==> src/rtl/fetch_pkg.sv <==
// Shared types and constants for the instruction fetch stage.
package fetch_pkg;

    localparam int          INSTR_W          = 16;
    localparam logic [15:0] PC_INCR          = 16'd2;
    localparam logic [15:0] RESET_PC_DEFAULT = 16'h0000;

    typedef struct packed {
        logic [15:0]        pc;
        logic [INSTR_W-1:0] instr;
    } fetch_entry_t;

    // Instruction addresses are halfword aligned; bit 0 is always dropped.
    function automatic logic [15:0] align_pc(input logic [15:0] pc);
        return pc & 16'hFFFE;
    endfunction

endpackage

==> src/rtl/instr_fetch_unit_if.sv <==
// Memory request/response, decode handoff and redirect signals of the fetch stage.
// master = fetch unit side, slave = memory/decode/execute side.
interface instr_fetch_unit_if;
    import fetch_pkg::*;

    logic               imem_req_valid;
    logic               imem_req_ready;
    logic [15:0]        imem_addr;
    logic               imem_rsp_valid;
    logic [INSTR_W-1:0] imem_rsp_data;
    logic               ir_valid;
    logic               ir_ready;
    logic [INSTR_W-1:0] ir;
    logic [15:0]        ir_pc;
    logic               redirect;
    logic [15:0]        redirect_pc;

    modport master (
        output imem_req_valid, imem_addr, ir_valid, ir, ir_pc,
        input  imem_req_ready, imem_rsp_valid, imem_rsp_data, ir_ready,
               redirect, redirect_pc
    );

    modport slave (
        input  imem_req_valid, imem_addr, ir_valid, ir, ir_pc,
        output imem_req_ready, imem_rsp_valid, imem_rsp_data, ir_ready,
               redirect, redirect_pc
    );

endinterface

==> src/rtl/fetch_queue.sv <==
// Small synchronous FIFO of {pc, instr} entries feeding decode.
// The head is the storage word at the read pointer, so it holds while not popped.
// Flush wins over push; a pop in the flush cycle has already been taken by decode.
module fetch_queue
    import fetch_pkg::*;
#(
    parameter  int QDEPTH = 2,
    localparam int PW     = $clog2(QDEPTH),
    localparam int CW     = $clog2(QDEPTH + 1)
) (
    input  logic          clock,
    input  logic          reset,
    input  logic          push,
    input  fetch_entry_t  push_data,
    input  logic          pop,
    input  logic          flush,
    output fetch_entry_t  head,
    output logic [CW-1:0] count
);

    fetch_entry_t  mem [QDEPTH];
    logic [PW-1:0] rd_ptr;
    logic [PW-1:0] wr_ptr;
    logic          do_pop;

    assign do_pop = pop && (count != '0);
    assign head   = mem[rd_ptr];

    // Pointer, occupancy and storage update; storage clears on reset so the head reads zero.
    always_ff @(posedge clock or posedge reset) begin
        if (reset) begin
            rd_ptr <= '0;
            wr_ptr <= '0;
            count  <= '0;
            for (int i = 0; i < QDEPTH; i++) begin
                mem[i] <= '0;
            end
        end else if (flush) begin
            rd_ptr <= '0;
            wr_ptr <= '0;
            count  <= '0;
        end else begin
            if (push) begin
                mem[wr_ptr] <= push_data;
                wr_ptr      <= wr_ptr + PW'(1);
            end
            if (do_pop) begin
                rd_ptr <= rd_ptr + PW'(1);
            end
            case ({push, do_pop})
                2'b10:   count <= count + CW'(1);
                2'b01:   count <= count - CW'(1);
                default: count <= count;
            endcase
        end
    end

endmodule

==> src/rtl/instr_fetch_unit.sv <==
// Fetch stage: PC, credit-limited requests to a variable-latency instruction memory,
// in-order responses tagged with their PC, queue to decode, and redirect flush.
// Optional build macro: FETCH_PERF_EN adds saturating fetch_count / flush_count ports.
module instr_fetch_unit
    import fetch_pkg::*;
#(
    parameter int          QDEPTH   = 2,
    parameter logic [15:0] RESET_PC = RESET_PC_DEFAULT
) (
    input logic                clock,
    input logic                reset,
    instr_fetch_unit_if.master bus
`ifdef FETCH_PERF_EN
    ,
    output logic [15:0]        fetch_count,
    output logic [15:0]        flush_count
`endif
);

    localparam int          CW        = $clog2(QDEPTH + 1);
    localparam int          TDEPTH    = 2 ** CW;
    localparam logic [CW:0] QDEPTH_W  = (CW + 1)'(QDEPTH);
    localparam logic [CW-1:0] OUTST_MAX = '1;

    logic [15:0]   fetch_pc;
    logic [CW-1:0] occ;
    logic [CW-1:0] outst;
    logic [CW-1:0] discard;
    logic [CW:0]   credit_used;
    logic          req_fire;
    logic          rsp_fire;
    logic          push_ok;
    logic          pop_fire;

    logic [15:0]   tag_mem [TDEPTH];
    logic [CW-1:0] tag_wr;
    logic [CW-1:0] tag_rd;

    fetch_entry_t  push_entry;
    fetch_entry_t  head;

    // Discarded responses still count as outstanding, so after a redirect outst can exceed
    // QDEPTH; issuing stops at the top of its range so it never wraps.
    assign credit_used = {1'b0, occ} + {1'b0, outst} - {1'b0, discard};
    assign bus.imem_req_valid = !reset && (credit_used < QDEPTH_W) && (outst != OUTST_MAX);
    assign bus.imem_addr      = fetch_pc;

    assign req_fire = bus.imem_req_valid && bus.imem_req_ready;
    assign rsp_fire = bus.imem_rsp_valid && (outst != '0);
    assign push_ok  = rsp_fire && (discard == '0) && !bus.redirect;
    assign pop_fire = bus.ir_valid && bus.ir_ready;

    assign push_entry.pc    = tag_mem[tag_rd];
    assign push_entry.instr = bus.imem_rsp_data;

    assign bus.ir_valid = (occ != '0);
    assign bus.ir       = head.instr;
    assign bus.ir_pc    = head.pc;

    // Program counter: redirect beats sequential advance.
    always_ff @(posedge clock or posedge reset) begin
        if (reset) begin
            fetch_pc <= align_pc(RESET_PC);
        end else if (bus.redirect) begin
            fetch_pc <= align_pc(bus.redirect_pc);
        end else if (req_fire) begin
            fetch_pc <= fetch_pc + PC_INCR;
        end
    end

    // Outstanding request count.
    always_ff @(posedge clock or posedge reset) begin
        if (reset) begin
            outst <= '0;
        end else begin
            case ({req_fire, rsp_fire})
                2'b10:   outst <= outst + CW'(1);
                2'b01:   outst <= outst - CW'(1);
                default: outst <= outst;
            endcase
        end
    end

    // Responses to drop: everything still in flight at a redirect, including its own request.
    always_ff @(posedge clock or posedge reset) begin
        if (reset) begin
            discard <= '0;
        end else if (bus.redirect) begin
            discard <= outst + CW'(req_fire) - CW'(rsp_fire);
        end else if (rsp_fire && (discard != '0)) begin
            discard <= discard - CW'(1);
        end
    end

    // PC tag FIFO, one entry per outstanding request, popped by every accepted response.
    always_ff @(posedge clock or posedge reset) begin
        if (reset) begin
            tag_wr <= '0;
            tag_rd <= '0;
            for (int i = 0; i < TDEPTH; i++) begin
                tag_mem[i] <= '0;
            end
        end else begin
            if (req_fire) begin
                tag_mem[tag_wr] <= fetch_pc;
                tag_wr          <= tag_wr + CW'(1);
            end
            if (rsp_fire) begin
                tag_rd <= tag_rd + CW'(1);
            end
        end
    end

    fetch_queue #(
        .QDEPTH (QDEPTH)
    ) u_queue (
        .clock     (clock),
        .reset     (reset),
        .push      (push_ok),
        .push_data (push_entry),
        .pop       (pop_fire),
        .flush     (bus.redirect),
        .head      (head),
        .count     (occ)
    );

`ifdef FETCH_PERF_EN
    // Saturating counters of delivered fetches and redirect cycles.
    always_ff @(posedge clock or posedge reset) begin
        if (reset) begin
            fetch_count <= '0;
            flush_count <= '0;
        end else begin
            if (push_ok && (fetch_count != 16'hFFFF)) begin
                fetch_count <= fetch_count + 16'd1;
            end
            if (bus.redirect && (flush_count != 16'hFFFF)) begin
                flush_count <= flush_count + 16'd1;
            end
        end
    end
`endif

endmodule
==> src/flat_wrapper.sv <==
// flat-port wrapper written by rule: the top's interface ports become plain ports
module instr_fetch_unit_flat import fetch_pkg::*;
#(
    parameter int          QDEPTH   = 2,
    parameter logic [15:0] RESET_PC = RESET_PC_DEFAULT
)
  (clock, reset, bus_imem_req_valid, bus_imem_addr, bus_ir_valid, bus_ir, bus_ir_pc, bus_imem_req_ready, bus_imem_rsp_valid, bus_imem_rsp_data, bus_ir_ready, bus_redirect, bus_redirect_pc);
  instr_fetch_unit_if bus_i ();
  input logic clock;
  input logic reset;
  output wire logic [$bits(bus_i.imem_req_valid)-1:0] bus_imem_req_valid;
  output wire logic [$bits(bus_i.imem_addr)-1:0] bus_imem_addr;
  output wire logic [$bits(bus_i.ir_valid)-1:0] bus_ir_valid;
  output wire logic [$bits(bus_i.ir)-1:0] bus_ir;
  output wire logic [$bits(bus_i.ir_pc)-1:0] bus_ir_pc;
  input wire logic [$bits(bus_i.imem_req_ready)-1:0] bus_imem_req_ready;
  input wire logic [$bits(bus_i.imem_rsp_valid)-1:0] bus_imem_rsp_valid;
  input wire logic [$bits(bus_i.imem_rsp_data)-1:0] bus_imem_rsp_data;
  input wire logic [$bits(bus_i.ir_ready)-1:0] bus_ir_ready;
  input wire logic [$bits(bus_i.redirect)-1:0] bus_redirect;
  input wire logic [$bits(bus_i.redirect_pc)-1:0] bus_redirect_pc;
  assign bus_imem_req_valid = bus_i.imem_req_valid;
  assign bus_imem_addr = bus_i.imem_addr;
  assign bus_ir_valid = bus_i.ir_valid;
  assign bus_ir = bus_i.ir;
  assign bus_ir_pc = bus_i.ir_pc;
  assign bus_i.imem_req_ready = bus_imem_req_ready;
  assign bus_i.imem_rsp_valid = bus_imem_rsp_valid;
  assign bus_i.imem_rsp_data = bus_imem_rsp_data;
  assign bus_i.ir_ready = bus_ir_ready;
  assign bus_i.redirect = bus_redirect;
  assign bus_i.redirect_pc = bus_redirect_pc;
  instr_fetch_unit #(.QDEPTH(QDEPTH), .RESET_PC(RESET_PC)) u_core (.clock(clock), .reset(reset), .bus(bus_i));
endmodule
==> config.mk <==
export PLATFORM = sky130hd
export DESIGN_NAME = instr_fetch_unit_flat
export DESIGN_NICKNAME = d
export VERILOG_FILES = /design/src/rtl/fetch_pkg.sv /design/src/rtl/instr_fetch_unit_if.sv /design/src/rtl/fetch_queue.sv /design/src/rtl/instr_fetch_unit.sv /design/src/flat_wrapper.sv
export SDC_FILE = /design/constraint.sdc
export NUM_CORES = 1
export LEC_CHECK = 0
export ABC_AREA = 0
export CAP_MARGIN = 10
export CORE_MARGIN = 2
export CORE_UTILIZATION = 50
export DETAILED_ROUTE_END_ITERATION = 7
export PLACE_DENSITY = 0.7
export SLEW_MARGIN = 20
export SYNTH_ARGS = -nofsm -noshare
export SYNTH_HDL_FRONTEND = slang
export SYNTH_SLANG_ARGS = --single-unit
export TNS_END_PERCENT = 5
==> constraint.sdc <==
create_clock -name clock -period 8.8 [get_ports clock]
set_input_delay 1.76 -clock clock [delete_from_list [all_inputs] [get_ports clock]]
set_output_delay 1.76 -clock clock [all_outputs]
set_load 0.05 [all_outputs]
Word level (Yosys, flattened, before mapping)
Cells that the tools add are included.
{ "classes": {"add_sub_neg": 14, "n_lt_le_gt_ge": 7, "n_eq_ne": 5, "muxes": 23, "n_bitwise": 5, "n_reduce_logical": 24} }
{ "op_table": {"columns": ["operator", "n"], "rows": [
  ["64-bit bitwise mux", 2],
  ["32-bit 2-to-1 mux", 4],
  ["16-bit 2-to-1 mux", 5],
  ["16-bit binary-select mux with 2-bit select", 1],
  ["16-bit demux with 2-bit select", 1],
  ["32-bit demux with 1-bit select", 1],
  ["16-bit by 2-bit adder with 16-bit output, second input constant", 1],
  ["2-bit nonzero test", 8],
  ["1-bit logical AND", 11],
  ["2-bit by 1-bit adder with 2-bit output, second input constant", 4],
  ["2-bit one-hot mux with 2 select lines", 2],
  ["3-bit >= comparator, second input constant", 2],
  ["2-bit 2-to-1 mux", 3],
  ["2-bit inverter with 3-bit output", 2],
  ["2-bit by 1-bit subtractor with 2-bit output, second input constant", 3],
  ["2-bit by 1-bit equality test with 1-bit output, second input constant", 2],
  ["2-bit equality test, second input constant", 2],
  ["2-bit >= comparator, second input constant", 2],
  ["1-bit 2-to-1 mux", 4],
  ["1-bit inverter with 2-bit output", 2],
  ["2-bit by 2-bit adder with 3-bit output", 1],
  ["3-bit by 1-bit < comparator with 1-bit output, second input constant", 1],
  ["3-bit by 2-bit < comparator with 1-bit output, second input constant", 1],
  ["3-bit nonzero test", 1],
  ["10 further kinds", 12]
]} }
{ "totals": {"reg_bits": 156, "input_bits": 38, "out_inout_bits": 50, "word_cells": 94} }

Longest topological paths before layout
Gate-level depths: netlist of run 1.
{ "depth": {"depth_word": 9, "ltp_mapped": 12, "ltp_nobuf": 12} }

Modules after synthesis
From an unflattened synthesis of run 1, not the netlist that was laid out.
{ "unflattened": {"hier_cells": 504, "area_unflattened_um2": 7278.2} }
{ "modules_own_cells": {"columns": ["module", "n_inst", "cells_each", "area_per_inst_um2", "seq_area_each_um2"], "rows": [
  ["instr_fetch_unit", 1, 310, 4070.2, 2077.0],
  ["fetch_queue", 1, 194, 3208.1, 1701.6]
]} }

Worst setup path before layout of run 1
No wires, ideal clock.
{ "synth_path": {"path_kind": "input to output", "start": "input port reset", "end": "output port bus_imem_req_valid", "t_arrival_ns": 2.462, "t_required_ns": 7.040, "setup_slack_ns": 4.578, "cell_stages": 2, "n_path_buf": 0, "cell_sequence": "and2b_1 > and3_1"} }
{ "synth_between": {"elab_chain_len": 3} }
{ "synth_lines": {"columns": ["element", "line", "rtl"], "rows": [
  ["from (decl)", "flat_wrapper.sv:10", "input logic reset;"],
  ["1-bit zero test", "instr_fetch_unit.sv:45", "assign bus.imem_req_valid = !reset && (credit_used < QDEPTH_W) && (outst != OUTST_MAX);"],
  ["1-bit logical AND (2 in a row)", "instr_fetch_unit.sv:45", null],
  ["to (decl)", "flat_wrapper.sv:11", "output wire logic [$bits(bus_i.imem_req_valid)-1:0] bus_imem_req_valid;"]
]} }
Every way passes these cells.

Worst setup path after layout of run 1
Ends and elaborated chain as after synthesis.

==> results of run 1 <==
-- flip-flops by register name (all words and copies together) (netlist names) --
signal	flops
u_core.u_queue.mem	62
u_core.tag_mem	60
u_core.bus.imem_addr	15
u_core.discard	2
u_core.outst	2
u_core.tag_rd	2
u_core.tag_wr	2
u_core.u_queue.count	2
u_core.u_queue.rd_ptr	1
u_core.u_queue.wr_ptr	1
-- cell usage after synthesis, types with 2 or more instances --
master    instances  area, um2
or4_1             9       67.6
inv_1            12       45.0
xor2_1            4       35.0
dfrtp_1         149       3730
mux2_2          147       1660
o21ai_0          10       50.1
mux4_2           15        338
nand2_4           4       45.0
nor2_1           19       71.3
buf_1             4       15.0
buf_2             9       45.0
or3_1             3       18.8
a31oi_1          12       75.1
nand3_1           6       30.0
fa_1              2       40.0
mux2_1            7       78.8
xnor2_1          10       87.6
and4_1            2       17.5
and3_1            4       25.0
nand2_1          13       48.8
buf_4             6       45.0
ha_1             10        125
o31ai_1           8       60.1
clkbuf_1          8       30.0
nand4_2           2       25.0
-- cell families after synthesis --
family	synth area share (%)
simple gates	5.91
mux	29.9
flops	53.5
xor+xnor	1.99
fa+ha+maj	2.37
buf+inv	2.96
compound gates	3.27
other cells	0.0538
-- per-stage QoR --
stage	hold WS, ns	utilization (%)	area [um2]
after floorplan	0.454	-	6970
after global placement	0.464	57.9	7940
after detailed placement	0.479	57.9	7940
after CTS	0.494	62.4	8560
after global routing	0.510	62.4	8560
final	0.483	62.4	8560
-- routing by layer --
layer | track usage, % | vias to the layer above
met1 | 25.0 | 2192
met5 | 0 | -
li1 | - | 1956
met4 | 7.54 | 0
met2 | 34.8 | 83
met3 | 4.54 | 20
-- critical path: cells and delay by family --
| kind | cells | cell delay [ns] |
|---|---|---|
| buffers and inverters | 2 | 1.30 |
| and+or+nand+nor | 2 | 0.50 |
-- path summary, 6_finish.rpt --
path	slack [ns]	depth (start not counted)	start	end
worst max-delay path	3.48	4	reset	bus_imem_req_valid
worst min-delay path	0.48	1	u_core.u_queue.mem[60]	u_core.u_queue.mem[60]
worst max register to register	5.68	7	u_core.outst[1]	u_core.bus.imem_addr[11]
worst min register to register	0.48	1	u_core.u_queue.mem[60]	u_core.u_queue.mem[60]
max in group asynchronous	5.56	3	reset	u_core.u_queue.mem[13]
min in group asynchronous	1.85	2	reset	u_core.u_queue.count[1]
-- area by class of cell --
cell class | instances | area, um2
clock buffer | 24 | 502
clock inverter | 8 | 120
fill | 1037 | 5160
inverter | 14 | 60.1
multi-input combinational | 304 | 3050
sequential | 149 | 3730
tap | 180 | 225
timing repair buffer | 89 | 878
-- cell usage in the layout (no fill, tap or decap), types with 3 or more instances in the layout --
cell type and instances:
clkbuf_16 17, xnor2_1 10, or4_1 9, mux4_2 15, mux2_2 147, buf_4 5, mux2_1 7, clkinv_2 3
inv_1 11, nand3_1 6, or3_1 3, o21ai_0 10, dfrtp_1 149, nand2_4 4, xor2_1 4, bufinv_16 3
clkdlybuf4s50_1 84, nand2_1 13, ha_1 10, o31ai_1 8, a31oi_1 12, nor2_1 19, and3_1 4, clkbuf_8 5
-- power by group --
| part | internal, mW | switching [mW] | leakage [nW] |
|---|---|---|---|
| Clock | 0.482 | 0.263 | 0.302 |
| Combinational | 0.626 | 0.670 | 1.63 |
| Sequential | 0.971 | 0.181 | 1.90 |
| Total | 2.08 | 1.11 | 3.84 |
==> flow_metrics.tcl, run 1 <==
set metrics [dict create \
    clockBufferDepth 2 \
    ant_nets 0 \
    arrival_ns 3.56 \
    gp_congestion 0.834 \
    criticalPathCategory "primary input to primary output" \
    power_mw 3.19 \
    clock.fmax_ghz 0.188 \
    vias 4251 \
    grt_first_pass_wirelength_um 22700 \
    nNetsFinal 625 \
    ys_ff_latch 149 \
    yosysUniqueCellTypes 45 \
    io_buffers 84 \
    holdBufCountCts 0 \
    wire_per_inst_um 18.1 \
    maxSlewHeadroom_pct 39.9 \
    wl_met2_um 7030 \
    antenna_found_initial 0 \
    first_iter_violations 161 \
    cts_resized 0 \
    placed_cells 736 \
    pre_cts_ws_ns 3.50 \
    vdd_ir_drop_max_mv 0.205 \
    track_usage_pct 20.2 \
    cts.sinks 149 \
    finalSetupViolCount 0 \
    seq_area_frac_synth_pct 53.5 \
    finalHoldViolations 0 \
    yosysWarnings 0 \
    end_kind "primary output" \
    crit_slowest_cell "clkdlybuf4s50_1" \
    start_kind "primary input" \
    drt-pass1-iter-count 4 \
    postCtsSetupBuffers 0 \
    period_needed_ns 5.32 \
    highest_layer "met4" \
    crit_path_frequent_cell "clkdlybuf4s50_1" \
    slew_violations 0 \
    synth_flop_cell "dfrtp_1" \
    num_io_pins 88 \
    syn_avg_cell_area_um2 14.1 \
    status "complete, no violations" \
    p_leak_nw 3.84 \
    dieArea_um2 14900 \
    cts-root-buf "clkbuf_16" \
    synth_area_um2 6960 \
    synth_edf_count 0 \
    met3_length_um 508 \
    start_util_pct 50.8 \
    syn_inst 495 \
    diodes 0 \
    finClkSkew_ns 0.00445 \
    wl_met1_um 6100 \
    final_cells 768 \
    cts_buffers 17 \
    required_ns 7.04 \
    dp.final_hpwl_um 8980 \
    hold_path.class "flip-flop to flip-flop" \
    route.detailed.drc 0 \
    setup_tns_ns 0 \
    die_h_um 122 \
    async_flop_share_pct 100 \
    clk_pin_slew_worst_paths_ns 0.05 \
    grt.overflow.total 0 \
    core_area_um2 13700 \
    crit_chain "clkdlybuf4s50_1 -> and2b_1 -> and3_1 -> clkdlybuf4s50_1" \
    grt_max_degree 78 \
    cap_violations 0 \
    worst_slack_ns 3.48 \
    final_layout_size_suffix_gt1_share_pct 35.9 \
    post-route-period-util_pct 60.4 \
    critPathMaxFanout 3 \
    drt-total-wl_um 13900 \
    rows 43 \
    rsz0062_at_grt "no" \
    tightest_slew_ns 0.901 \
    cpPeakStageDelay_ns 0.82 \
    dieWidth_um 122 \
    grt_pass1_vias 4487 \
    cts_tree "done" \
    cts-htree-levels 4 \
    vias_per_cell 5.54 \
    p_per_area_nw_per_um2 373 \
    clk-insertion-delay-late_ns 0.42 \
    area_growth_pct 22.9 \
]
No activity file was read; power rests on OpenSTA's default activity.
==> run 2: changes to the inputs <==
Clock period 8.8 ns to 5 ns, I/O delays scaled along.
==> flow_metrics.tcl, run 2 (synthesized netlist as in run 1, its figures left out) <==
set metrics [dict create \
    status "complete, no violations" \
    dieArea_um2 14900 \
    p_per_area_nw_per_um2 653 \
    worst_hold_path.endpoint "u_core.u_queue.mem[60]" \
    clk-insertion-delay-late_ns 0.42 \
    area_growth_pct 22.5 \
    largest-register "u_core.u_queue.mem" \
    reg2reg_to "u_core.bus.imem_addr[13]" \
    criticalPathCategory "flip-flop to primary output" \
    start_util_pct 50.8 \
    clk_pin_slew_worst_paths_ns 0.06 \
    grt_max_degree 150 \
    first_iter_violations 232 \
    vias_per_cell 5.54 \
    final_common_cell "dfrtp_1" \
    critPathMaxFanout 6 \
    largest_reg_flops 62 \
    clock.fmax_ghz 0.236 \
    post-route-period-util_pct 84.8 \
    worst_hold_path.num_cells 1 \
    holdWs_ns 0.492 \
    tightest_slew_ns 0.919 \
    vias 4251 \
    io_buffers 84 \
    dp.final_hpwl_um 8800 \
    p_leak_nw 3.82 \
    maxSlewHeadroom_pct 38.7 \
    grt_first_pass_wirelength_um 23100 \
    cts_tree "done" \
    clockBufferDepth 2 \
    drt-pass1-iter-count 4 \
    route.detailed.drc 0 \
    track_usage_pct 20.7 \
    drt-total-wl_um 14200 \
    arrival_ns 3.24 \
    holdBufCountCts 0 \
    grt_pass1_vias 4460 \
    final_layout_size_suffix_gt1_share_pct 35.5 \
    rows 43 \
    finClkSkew_ns 0.00672 \
    finalSetupViolCount 0 \
    cts.sinks 149 \
    period_needed_ns 4.24 \
    core_area_um2 13700 \
    cts-htree-levels 4 \
    wire_per_inst_um 18.5 \
    grt.overflow.total 0 \
    r2r_start "u_core.outst[1]" \
    reg2regPathDepth 7 \
    setup_tns_ns 0 \
    required_ns 4.00 \
    start_kind "flip-flop" \
    cts-root-buf "clkbuf_16" \
    dieWidth_um 122 \
    end_kind "primary output" \
    nNetsFinal 625 \
    slew_violations 0 \
    ant_nets 0 \
    vdd_ir_drop_max_mv 0.302 \
    final_cell_mix "dfrtp_1 (149), mux2_2 (147), clkdlybuf4s50_1 (84), nor2_1 (19), clkbuf_16 (17)" \
    num_io_pins 88 \
    ff2ff_setup_slack_ns 1.88 \
    fin_util_pct 62.2 \
    antenna_found_initial 0 \
    diodes 0 \
    min_from "u_core.u_queue.mem[60]" \
    hold_path.class "flip-flop to flip-flop" \
    cap_violations 0 \
    cts_buffers 17 \
    finalHoldViolations 0 \
    cts_resized 0 \
    postCtsSetupBuffers 0 \
    gp_congestion 0.809 \
    die_h_um 122 \
    rsz0062_at_grt "no" \
]
## run 2: cell count changes in the layout (fill, tap and decap cells not counted)
cell        before  now
inv_6            1    0
clkinv_2         3    5
clkbuf_8         5    1
clkbuf_1         2    4
buf_12           0    1
buf_4            5    4
clkinvlp_4       2    3
## run 2: metal layers
metal  up-vias  part of all wire (%)  wire length (um)  track usage [%]
li1       1957                     -                 -                -
met1      2177                    44              6190             26.6
met2        97                    50              7170             34.5
met3        20                   4.4               627             5.20
met4         0                   1.5               215             6.90
met5         -                     0                 0                0
## run 2: layout make-up
class / instances / area (um2)
multi-input combinational: 304 / 3050
sequential: 149 / 3730
clock inverter: 10 / 130
tap: 180 / 225
clock buffer: 22 / 454
fill: 1041 / 5190
inverter: 14 / 58.8
timing repair buffer: 89 / 891
## run 2: worst max-delay path, stage by stage (launching register included)
cell and delay, ns:
dfrtp_1 0.47, fa_1 0.53, inv_1 0.06, fa_1 0.46, xnor2_2 0.24, and3_1 0.24, clkdlybuf4s50_1 0.82
## run 2: worst max path at each step
stage / end / cells past startpoint / slack (ns) / from
finish: bus_imem_req_valid / 6 / 0.76 / u_core.outst[1]
global route: bus_imem_req_valid / 6 / 0.61 / u_core.outst[1]
CTS: bus_imem_req_valid / 6 / 0.73 / u_core.outst[1]
detailed placement: bus_imem_req_valid / 6 / 1.19 / u_core.outst[1]
global placement: bus_imem_req_valid / 6 / 1.21 / u_core.outst[1]
floorplan: bus_imem_req_valid / 5 / 1.82 / u_core.outst[1]
## run 2: per-stage QoR
stage | std cells | area [um2] | power [mW] | setup WS (ns)
global placement | 736 | 7950 | 4.25 | 1.21
detailed placement | 736 | 7950 | 4.35 | 1.19
global route | 768 | 8530 | 5.90 | 0.609
floorplan | 496 | 6970 | 3.73 | 1.82
CTS | 768 | 8530 | 5.63 | 0.725
finish | 768 | 8530 | 5.57 | 0.758
## run 2: power by group
group	leakage, nW	internal, mW	total (mW)	switching (mW)
clock	0.284	0.792	1.26	0.471
combinational	1.63	1.10	2.26	1.17
sequential	1.90	1.71	2.05	0.336
total	3.82	3.60	5.57	1.97
